File: config.mk
export PLATFORM = sky130hd
export DESIGN_NAME = acc_cpu_mc
export DESIGN_NICKNAME = d
export VERILOG_FILES = /design/src/rtl/acc_cpu_mc.sv
export SDC_FILE = /design/constraint.sdc
export NUM_CORES = 1
export LEC_CHECK = 0
export ABC_AREA = 1
export ABC_CLOCK_PERIOD_IN_PS = 10650
export CAP_MARGIN = 20
export CORE_MARGIN = 2
export CORE_UTILIZATION = 45
export CTS_CLUSTER_SIZE = 30
export DETAILED_ROUTE_END_ITERATION = 7
export MAX_ROUTING_LAYER = met4
export PLACE_DENSITY = 0.62
export SKIP_CTS_REPAIR_TIMING = 1
export SYNTH_ARGS = -nofsm -noshare
export SYNTH_HDL_FRONTEND = slang
export SYNTH_SLANG_ARGS = --single-unit
File: constraint.sdc
create_clock -name clk -period 10.65 [get_ports clk]
set_input_delay 1.065 -clock clk [delete_from_list [all_inputs] [get_ports clk]]
set_output_delay 1.065 -clock clk [all_outputs]
set_load 0.05 [all_outputs]
File: src/rtl/acc_cpu_mc.sv
// acc_cpu_mc: multi-cycle accumulator CPU core.
//
// Each instruction is fetched and then executed in two separate cycles. Loads
// and stores to data memory add a MEM phase, which waits as long as needed for
// an acknowledge from the memory. The HALT instruction stops the core until
// the next clr.
//
// Ports:
//   clk       clock; all state updates on the rising edge
//   clr       synchronous active-high reset
//   pm_addr   program memory address (= pc)
//   pm_data   instruction word from combinational program memory
//   dm_req    data-memory request, held until dm_ack
//   dm_we     1 = write, 0 = read; valid while dm_req
//   dm_addr   data-memory address; valid while dm_req
//   dm_wdata  write data (= acc); valid while dm_req
//   dm_rdata  read data, sampled in the cycle dm_ack is high
//   dm_ack    one-cycle completion strobe from data memory
//   o_data    accumulator value
//   o_zero    zero flag
//   o_carry   carry/borrow flag
//   o_halted  high while in HALT
module acc_cpu_mc #(
    parameter int unsigned DATA_W = 8,
    parameter int unsigned PC_W   = 5,
    parameter int unsigned MEM_AW = 10,
    parameter int unsigned NREG   = 8
) (
    input  logic              clk,
    input  logic              clr,
    output logic [PC_W-1:0]   pm_addr,
    input  logic [15:0]       pm_data,
    output logic              dm_req,
    output logic              dm_we,
    output logic [MEM_AW-1:0] dm_addr,
    output logic [DATA_W-1:0] dm_wdata,
    input  logic [DATA_W-1:0] dm_rdata,
    input  logic              dm_ack,
    output logic [DATA_W-1:0] o_data,
    output logic              o_zero,
    output logic              o_carry,
    output logic              o_halted
);

    localparam int unsigned RIW = (NREG > 1) ? $clog2(NREG) : 1;

    // Opcode 0 (NOP) has no entry: it falls through to the default pc+1 path.
    localparam logic [3:0] OpLdi  = 4'h1;
    localparam logic [3:0] OpLdr  = 4'h2;
    localparam logic [3:0] OpStr  = 4'h3;
    localparam logic [3:0] OpAdd  = 4'h4;
    localparam logic [3:0] OpSub  = 4'h5;
    localparam logic [3:0] OpAnd  = 4'h6;
    localparam logic [3:0] OpOr   = 4'h7;
    localparam logic [3:0] OpXor  = 4'h8;
    localparam logic [3:0] OpLdm  = 4'h9;
    localparam logic [3:0] OpStm  = 4'hA;
    localparam logic [3:0] OpJmp  = 4'hB;
    localparam logic [3:0] OpJz   = 4'hC;
    localparam logic [3:0] OpMul  = 4'hD;
    localparam logic [3:0] OpAddi = 4'hE;
    localparam logic [3:0] OpHalt = 4'hF;

    typedef enum logic [1:0] {StFetch, StExec, StMem, StHalt} state_e;

    state_e              state_q, state_d;
    logic [PC_W-1:0]     pc_q, pc_d;
    logic [DATA_W-1:0]   acc_q, acc_d;
    logic [15:0]         ir_q, ir_d;
    logic                zero_q, zero_d;
    logic                carry_q, carry_d;
    logic [DATA_W-1:0]   regs_q [NREG];
    logic                reg_we;
    logic                acc_we;

    logic [3:0]          op;
    logic [DATA_W-1:0]   imm;
    logic [MEM_AW-1:0]   mem_addr;
    logic [PC_W-1:0]     target;
    logic [RIW-1:0]      r_idx;
    logic [DATA_W-1:0]   rval;
    logic [DATA_W-1:0]   prod;
    logic [DATA_W:0]     sum_r;
    logic [DATA_W:0]     sum_i;
    logic                unused_ir;

    assign op       = ir_q[15:12];
    assign imm      = ir_q[DATA_W-1:0];
    assign mem_addr = ir_q[MEM_AW-1:0];
    assign target   = ir_q[PC_W-1:0];
    // Register index bits above NREG-1 wrap modulo NREG.
    assign r_idx    = RIW'(32'(ir_q[2:0]) % NREG);
    assign rval     = regs_q[r_idx];
    // Product is truncated to the low DATA_W bits by the assignment width.
    assign prod     = acc_q * rval;
    assign sum_r    = {1'b0, acc_q} + {1'b0, rval};
    assign sum_i    = {1'b0, acc_q} + {1'b0, imm};
    // Operand bits not consumed by every parameterisation.
    assign unused_ir = ^ir_q[11:0];

    // State register
    always_ff @(posedge clk) begin
        if (clr) begin
            state_q <= StFetch;
        end else begin
            state_q <= state_d;
        end
    end

    // Next-state logic
    always_comb begin
        state_d = state_q;
        unique case (state_q)
            StFetch: state_d = StExec;
            StExec: begin
                if (op == OpLdm || op == OpStm) begin
                    state_d = StMem;
                end else if (op == OpHalt) begin
                    state_d = StHalt;
                end else begin
                    state_d = StFetch;
                end
            end
            StMem: begin
                if (dm_ack) begin
                    state_d = StFetch;
                end
            end
            StHalt: state_d = StHalt;
        endcase
    end

    // Outputs are decoded from registered state and ir only, so they cannot
    // glitch within a cycle and are zero outside MEM.
    always_comb begin
        dm_req   = (state_q == StMem);
        dm_we    = (state_q == StMem) && (op == OpStm);
        dm_addr  = (state_q == StMem) ? mem_addr : '0;
        dm_wdata = (state_q == StMem) ? acc_q : '0;
        o_halted = (state_q == StHalt);
        pm_addr  = pc_q;
        o_data   = acc_q;
        o_zero   = zero_q;
        o_carry  = carry_q;
    end

    // Datapath next-state
    always_comb begin
        pc_d    = pc_q;
        acc_d   = acc_q;
        ir_d    = ir_q;
        zero_d  = zero_q;
        carry_d = carry_q;
        reg_we  = 1'b0;
        acc_we  = 1'b0;
        case (state_q)
            StFetch: ir_d = pm_data;
            StExec: begin
                pc_d = pc_q + PC_W'(1);
                case (op)
                    OpLdi: begin
                        acc_d  = imm;
                        acc_we = 1'b1;
                    end
                    OpLdr: begin
                        acc_d  = rval;
                        acc_we = 1'b1;
                    end
                    OpStr: reg_we = 1'b1;
                    OpAdd: begin
                        {carry_d, acc_d} = sum_r;
                        acc_we = 1'b1;
                    end
                    OpSub: begin
                        acc_d   = acc_q - rval;
                        carry_d = (acc_q < rval);
                        acc_we  = 1'b1;
                    end
                    OpAnd: begin
                        acc_d  = acc_q & rval;
                        acc_we = 1'b1;
                    end
                    OpOr: begin
                        acc_d  = acc_q | rval;
                        acc_we = 1'b1;
                    end
                    OpXor: begin
                        acc_d  = acc_q ^ rval;
                        acc_we = 1'b1;
                    end
                    OpMul: begin
                        acc_d   = prod;
                        carry_d = 1'b0;
                        acc_we  = 1'b1;
                    end
                    OpAddi: begin
                        {carry_d, acc_d} = sum_i;
                        acc_we = 1'b1;
                    end
                    OpJmp: pc_d = target;
                    OpJz: begin
                        if (zero_q) begin
                            pc_d = target;
                        end
                    end
                    // Memory ops advance pc on ack; HALT freezes pc.
                    OpLdm, OpStm, OpHalt: pc_d = pc_q;
                    default: ;
                endcase
            end
            StMem: begin
                if (dm_ack) begin
                    pc_d = pc_q + PC_W'(1);
                    if (op == OpLdm) begin
                        acc_d  = dm_rdata;
                        acc_we = 1'b1;
                    end
                end
            end
            default: ;
        endcase
        if (acc_we) begin
            zero_d = (acc_d == '0);
        end
    end

    always_ff @(posedge clk) begin
        if (clr) begin
            pc_q    <= '0;
            acc_q   <= '0;
            ir_q    <= '0;
            zero_q  <= 1'b0;
            carry_q <= 1'b0;
        end else begin
            pc_q    <= pc_d;
            acc_q   <= acc_d;
            ir_q    <= ir_d;
            zero_q  <= zero_d;
            carry_q <= carry_d;
        end
    end

    always_ff @(posedge clk) begin
        if (clr) begin
            for (int i = 0; i < int'(NREG); i++) begin
                regs_q[i] <= '0;
            end
        end else if (reg_we) begin
            regs_q[r_idx] <= acc_q;
        end
    end

endmodule

# Yosys cells after proc, flatten, opt, wreduce, memory -nomap -nowiden
# Memories as Yosys holds them, arrays and structs flattened. A register that Yosys moved wholly into a read port is not among the register bits.
# Index checks and enable logic that the tools add are counted.
[word_totals]
memories = 1
register_bits = 33
elab_cells = 78
ram_bits = 64
input_bits = 27
[op_classes]
n_addsub = 4
reduce_logical = 11
multipliers = 1
eq_ne = 20
order_cmp = 1
bitwise = 3
mux = 31
[memory_table]
columns = ["name", "depth", "width", "read_ports", "rd_ports_with_merged_regs", "write_ports", "line", "rtl"]
rows = [
  ["regs_q", 8, 8, 1, 1, 8, "72", "logic [DATA_W-1:0] regs_q [NREG];"],
]
[op_table]
columns = ["op", "count"]
rows = [
  ["$pmux 8 s9", 1],
  ["$eq 4x4->1 const B", 8],
  ["$mux 8", 4],
  ["$add 8x8->9", 2],
  ["$eq 4x3->1 const B", 4],
  ["$pmux 8 s2", 1],
  ["$pmux 5 s3", 1],
  ["$mux 1", 11],
  ["$mux 10", 1],
  ["$mux 5", 2],
  ["$pmux 5 s2", 1],
  ["$mux 3", 3],
  ["$reduce_or 9->1", 1],
  ["$and 8x8->8", 1],
  ["$eq 4x2->1 const B", 2],
  ["$logic_not 8->1", 1],
  ["$lt 8x8->1", 1],
  ["$mul 8x8->8", 1],
  ["$or 8x8->8", 1],
  ["$pmux 2 s4", 1],
  ["$reduce_or 8->1", 1],
  ["$sub 8x8->8", 1],
  ["$xor 8x8->8", 1],
  ["$mux 2", 3],
  ["other kinds (16)", 17],
]

# Depth between registers and ports, before layout
[depth]
word_depth = 8
ltp_mapped = 34
depth_no_buf = 31

# Worst setup path before layout
# No wires, ideal clock.
[synth_timing]
path_kind = "reg-to-reg"
start = "register (tool-made name)"
end = "register zero_q (netlist: o_zero)"
required_ps = 10519
stages_incl_launch_ff = 32
t_arrival_ps = 4468
slack_ps = 6052
setup_time_ps = 131
period_less_slack_ps = 4598
cell_sequence = "dfxtp_1 buf_6 inv_6 buf_6 nand2_1 nand3_1 nand3_1 nand2_1 inv_1 nand2_1 fa_1 fa_1 inv_1 fa_1 inv_1 fa_1 inv_1 ha_1 inv_1 o21bai_1 xor2_1 inv_1 nand3_1 nand2_1 nand3_1 nand3_1 nand2_1 nand2_1 nand2_1 nand2_1 nand2_1 a21oi_2"
[synth_lines]
columns = ["element", "line", "rtl"]
rows = [
  ["end signal, assigned", "238", "zero_q <= zero_d;"],
  ["end, declared", "70", "logic zero_q, zero_d;"],
]

==> summary.log <==
INFO  power          power.ir.vdd_worst=68.2µV
INFO  place          post-place-cells=1286
INFO  cells_and_area design.final.nets=1177
INFO  worst_setup_path critical_path.endpoint_type=flip-flop
INFO  global_routing wire_length_of_the_first_global_routing_pass=34800µm
INFO  timing         achievable-frequency=0.173GHz
INFO  worst_setup_path timing.critical_path.fanout_max=18
INFO  place          port-buffer-count=60
INFO  route          wirelength=21900µm
INFO  die            design.die.area=17500µm²
INFO  die            dieWidth=132µm
INFO  die            floorplan.core_area=16000µm²
INFO  place          detailed_place_hpwl=16100µm
INFO  die            fp-row-count=46
INFO  yosys          netlist_area=7410µm²
INFO  global_routing grt_start_max_net_pins=35
INFO  worst_setup_path crit_type=reg -> reg
INFO  power          p_leak=3.92nW
INFO  cells_and_area final_cells=1302
INFO  timing         timing.max_slew.rel_slack=44.2%
INFO  timing         grt_setup_unrepaired=no
INFO  global_routing first_global_vias=6585
INFO  die            die-height=132µm
INFO  yosys          syn-instance-count=1036
INFO  power          total_power_divided_by_cell_area=123nW/µm²
INFO  global_routing global_route.overflow_total=0
INFO  worst_setup_path slowest_stage=dfxtp_1
INFO  route          drcViolationCount=0
INFO  yosys          synth.ff_latch_count=98
INFO  yosys          syn-mean-instance-area=7.15µm²
INFO  yosys          yosysSeqAreaShare=35.1%
INFO  route          antenna_violating_nets_left=0
INFO  power          post-layout-total-power=0.00103W
INFO  flow_run       cap_viol_max_count=0
INFO  yosys          number_of_enable_type_register_cells_in_the_synthesized_netlist=64
INFO  run_status     status=complete, no violations
INFO  cells_and_area antenna_diode_instance_count=0
INFO  timing         slew_violations=0
INFO  timing         period_minus_slack=5770ps
INFO  timing         finalSetupViolCount=0
INFO  worst_hold_path timing.hold.worst.start=ir_q[8]$_SDFFE_PP0N_
INFO  worst_setup_path arrival=6000ps
INFO  route          firstDrtPassIters=5
INFO  worst_hold_path worstHoldEndpoint=ir_q[8]$_SDFFE_PP0N_
INFO  clock_network  clock-root-buffer=clkbuf_16
INFO  timing         skew=12.1ps
INFO  worst_setup_path worst-r2r-setup-slack=4880ps
INFO  cells_and_area fin_util=52.6%
INFO  worst_setup_path startpoint_class_of_the_critical_path=flip-flop
INFO  worst_hold_path hold-path-cell-count=2
INFO  global_routing grt_usage=26.3%
INFO  yosys          synth.lib_cells_used.distinct=46
INFO  timing         setup_tns=0ps
INFO  route          first_iter_violations=633
INFO  timing         final_hold_viol_count=0
INFO  route          via_per_inst=5.26
INFO  clock_network  cts_max_level=3
INFO  worst_setup_path max_stage_delay=850ps
INFO  worst_setup_path timing.rr.end=o_zero$_SDFFE_PP0P_
INFO  cells_and_area layout-area-overhead-vs-synth=13.6%
INFO  route          via_count=6853
INFO  clock_network  clk-insertion-delay-late=360ps
INFO  clock_network  cts_inserted_buffers=9
INFO  timing         worst_margin_slew=836ps
INFO  yosys          syn-num-nets=1132
INFO  worst_hold_path worst_hold_check_path_type=reg -> reg
INFO  worst_setup_path r2r.worst_path.cells=28
INFO  timing         fin_crit_sh=54.2%
INFO  clock_network  worst_setup_hold_path_clk_slew=80ps
INFO  clock_network  cts.path.max_buffers=2
INFO  cells_and_area post_route_cells_drive_above_1_share=3.78%
INFO  route          wl_per_cell=16.8µm
INFO  worst_setup_path cp.required=10880ps
INFO  place          gp_congestion=0.951
INFO  clock_network  tritoncts=done
INFO  global_routing antenna_violations_before_repair=0
INFO  die            initial_cell_density_of_the_core=46.3%
INFO  yosys          async_reset_ff_share=0%
INFO  cells_and_area finalInstanceArea=8410µm²
INFO  yosys          synth_warnings=0
INFO  die            design.portCount=63
INFO  place          placed_area=8120µm²
INFO  yosys          synth_flop_cell=edfxtp_1
INFO  clock_network  clock_sinks=98
[report_power, final]
group | leakage (nW) | switching [W] | internal, W | total [W]
registers | 0.942 | 0.0000215 | 0.000421 | 0.000442
logic | 2.83 | 0.000179 | 0.0000831 | 0.000262
clock network | 0.145 | 0.000165 | 0.000163 | 0.000328
total | 3.92 | 0.000365 | 0.000667 | 0.00103
[worst max-delay path, delay by kind of cell, from the launching register on]
kind                       cells  cell delay [ps]
DFF                            1              850
AOI/OAI and AO/OA              2              250
and+or+nand+nor               12             1270
adders and majority gates      6             2220
xor gates and xnor gates       1              220
buffers and inverters          7              800
[through the flow]
| stage | setup slack (ps) | hold slack (ps) |
|---|---|---|
| 4_1_cts | 4880 | 510 |
| 6_report | 4880 | 507 |
| 3_5_place_dp | 4900 | 483 |
| 5_1_grt | 4480 | 546 |
| 3_3_place_gp | 4900 | 489 |
| 2_1_floorplan | 6050 | 461 |
[Yosys cell counts, types with 2 or more instances]
master / instances / area (µm²)
o21ai_0: 48 / 240
fa_1: 15 / 300
nand3b_1: 2 / 15.0
buf_6: 6 / 67.6
inv_2: 4 / 15.0
nand3_2: 3 / 30.0
or2_2: 5 / 31.3
nand3_1: 68 / 340
buf_4: 4 / 30.0
dfxtp_1: 34 / 681
buf_2: 2 / 10.0
nor2_2: 4 / 25.0
ha_1: 54 / 676
a31oi_1: 2 / 12.5
clkbuf_1: 15 / 56.3
nor2_1: 167 / 627
nand2_2: 4 / 25.0
inv_1: 169 / 634
o21ai_1: 2 / 10.0
xnor2_1: 3 / 26.3
a221oi_1: 3 / 26.3
a21oi_1: 46 / 230
nand2_1: 247 / 927
o2111ai_1: 3 / 26.3
xor2_1: 4 / 35.0
o211ai_1: 9 / 67.6
edfxtp_1: 64 / 1920
nor3_1: 7 / 35.0
nand4_1: 14 / 87.6
o22ai_1: 12 / 75.1
[kinds of logic after synthesis]
kind of cell	count (synthesis)	share of synthesized area [%]
fa+ha+maj	69	13.2
simple gates	525	29.3
compound gates	134	10.3
xor+xnor	7	0.828
buf+inv	203	11.2
flops	98	35.1
[layout make-up]
type	instances	area [µm²]
Clock buffer	9	225
Multi-Input combinational cell	735	3970
Tap cell	216	270
Fill cell	1665	7590
Clock inverter	7	61.3
Inverter	175	662
Timing Repair Buffer	62	616
Sequential cell	98	2600
[flip-flops by register name, summed over array words and instances (netlist names), named ones only]
register	flops
regs_q	64
pm_addr	5
o_data	8
o_zero	1
ir_q	14
o_carry	1
state_q	2
[cells in the final DEF, fill, tap and decap left out, types with 7 or more instances in the layout]
cell             instances
nand2_1                247
o22ai_1                 12
edfxtp_1                64
clkbuf_16                9
ha_1                    54
nand3_1                 68
nand4_1                 14
nor3_1                   7
a21oi_1                 46
o211ai_1                 9
o21ai_0                 48
dfxtp_1                 34
clkdlybuf4s50_1         60
inv_1                  169
fa_1                    15
nor2_1                 167
[how the worst max path moves through the flow]
stage          cells past startpoint  slack (ps)             endpoint
3_3_place_gp                      28        4900  o_zero$_SDFFE_PP0P_
2_1_floorplan                     31        6050  o_zero$_SDFFE_PP0P_
4_1_cts                           28        4880  o_zero$_SDFFE_PP0P_
3_5_place_dp                      28        4900  o_zero$_SDFFE_PP0P_
5_1_grt                           29        4480  o_zero$_SDFFE_PP0P_
6_report                          28        4880  o_zero$_SDFFE_PP0P_
[metal layers]
layer	track usage [%]	part of all wire (%)	vias to the layer above	routed length [µm]
li1	-	-	3403	-
met1	33.8	45	3166	9860
met5	-	0	-	0
met3	3.27	4.9	37	1070
met2	43.8	47	247	10400
met4	8.00	2.8	0	603
No activity file was read; power rests on OpenSTA's default activity.
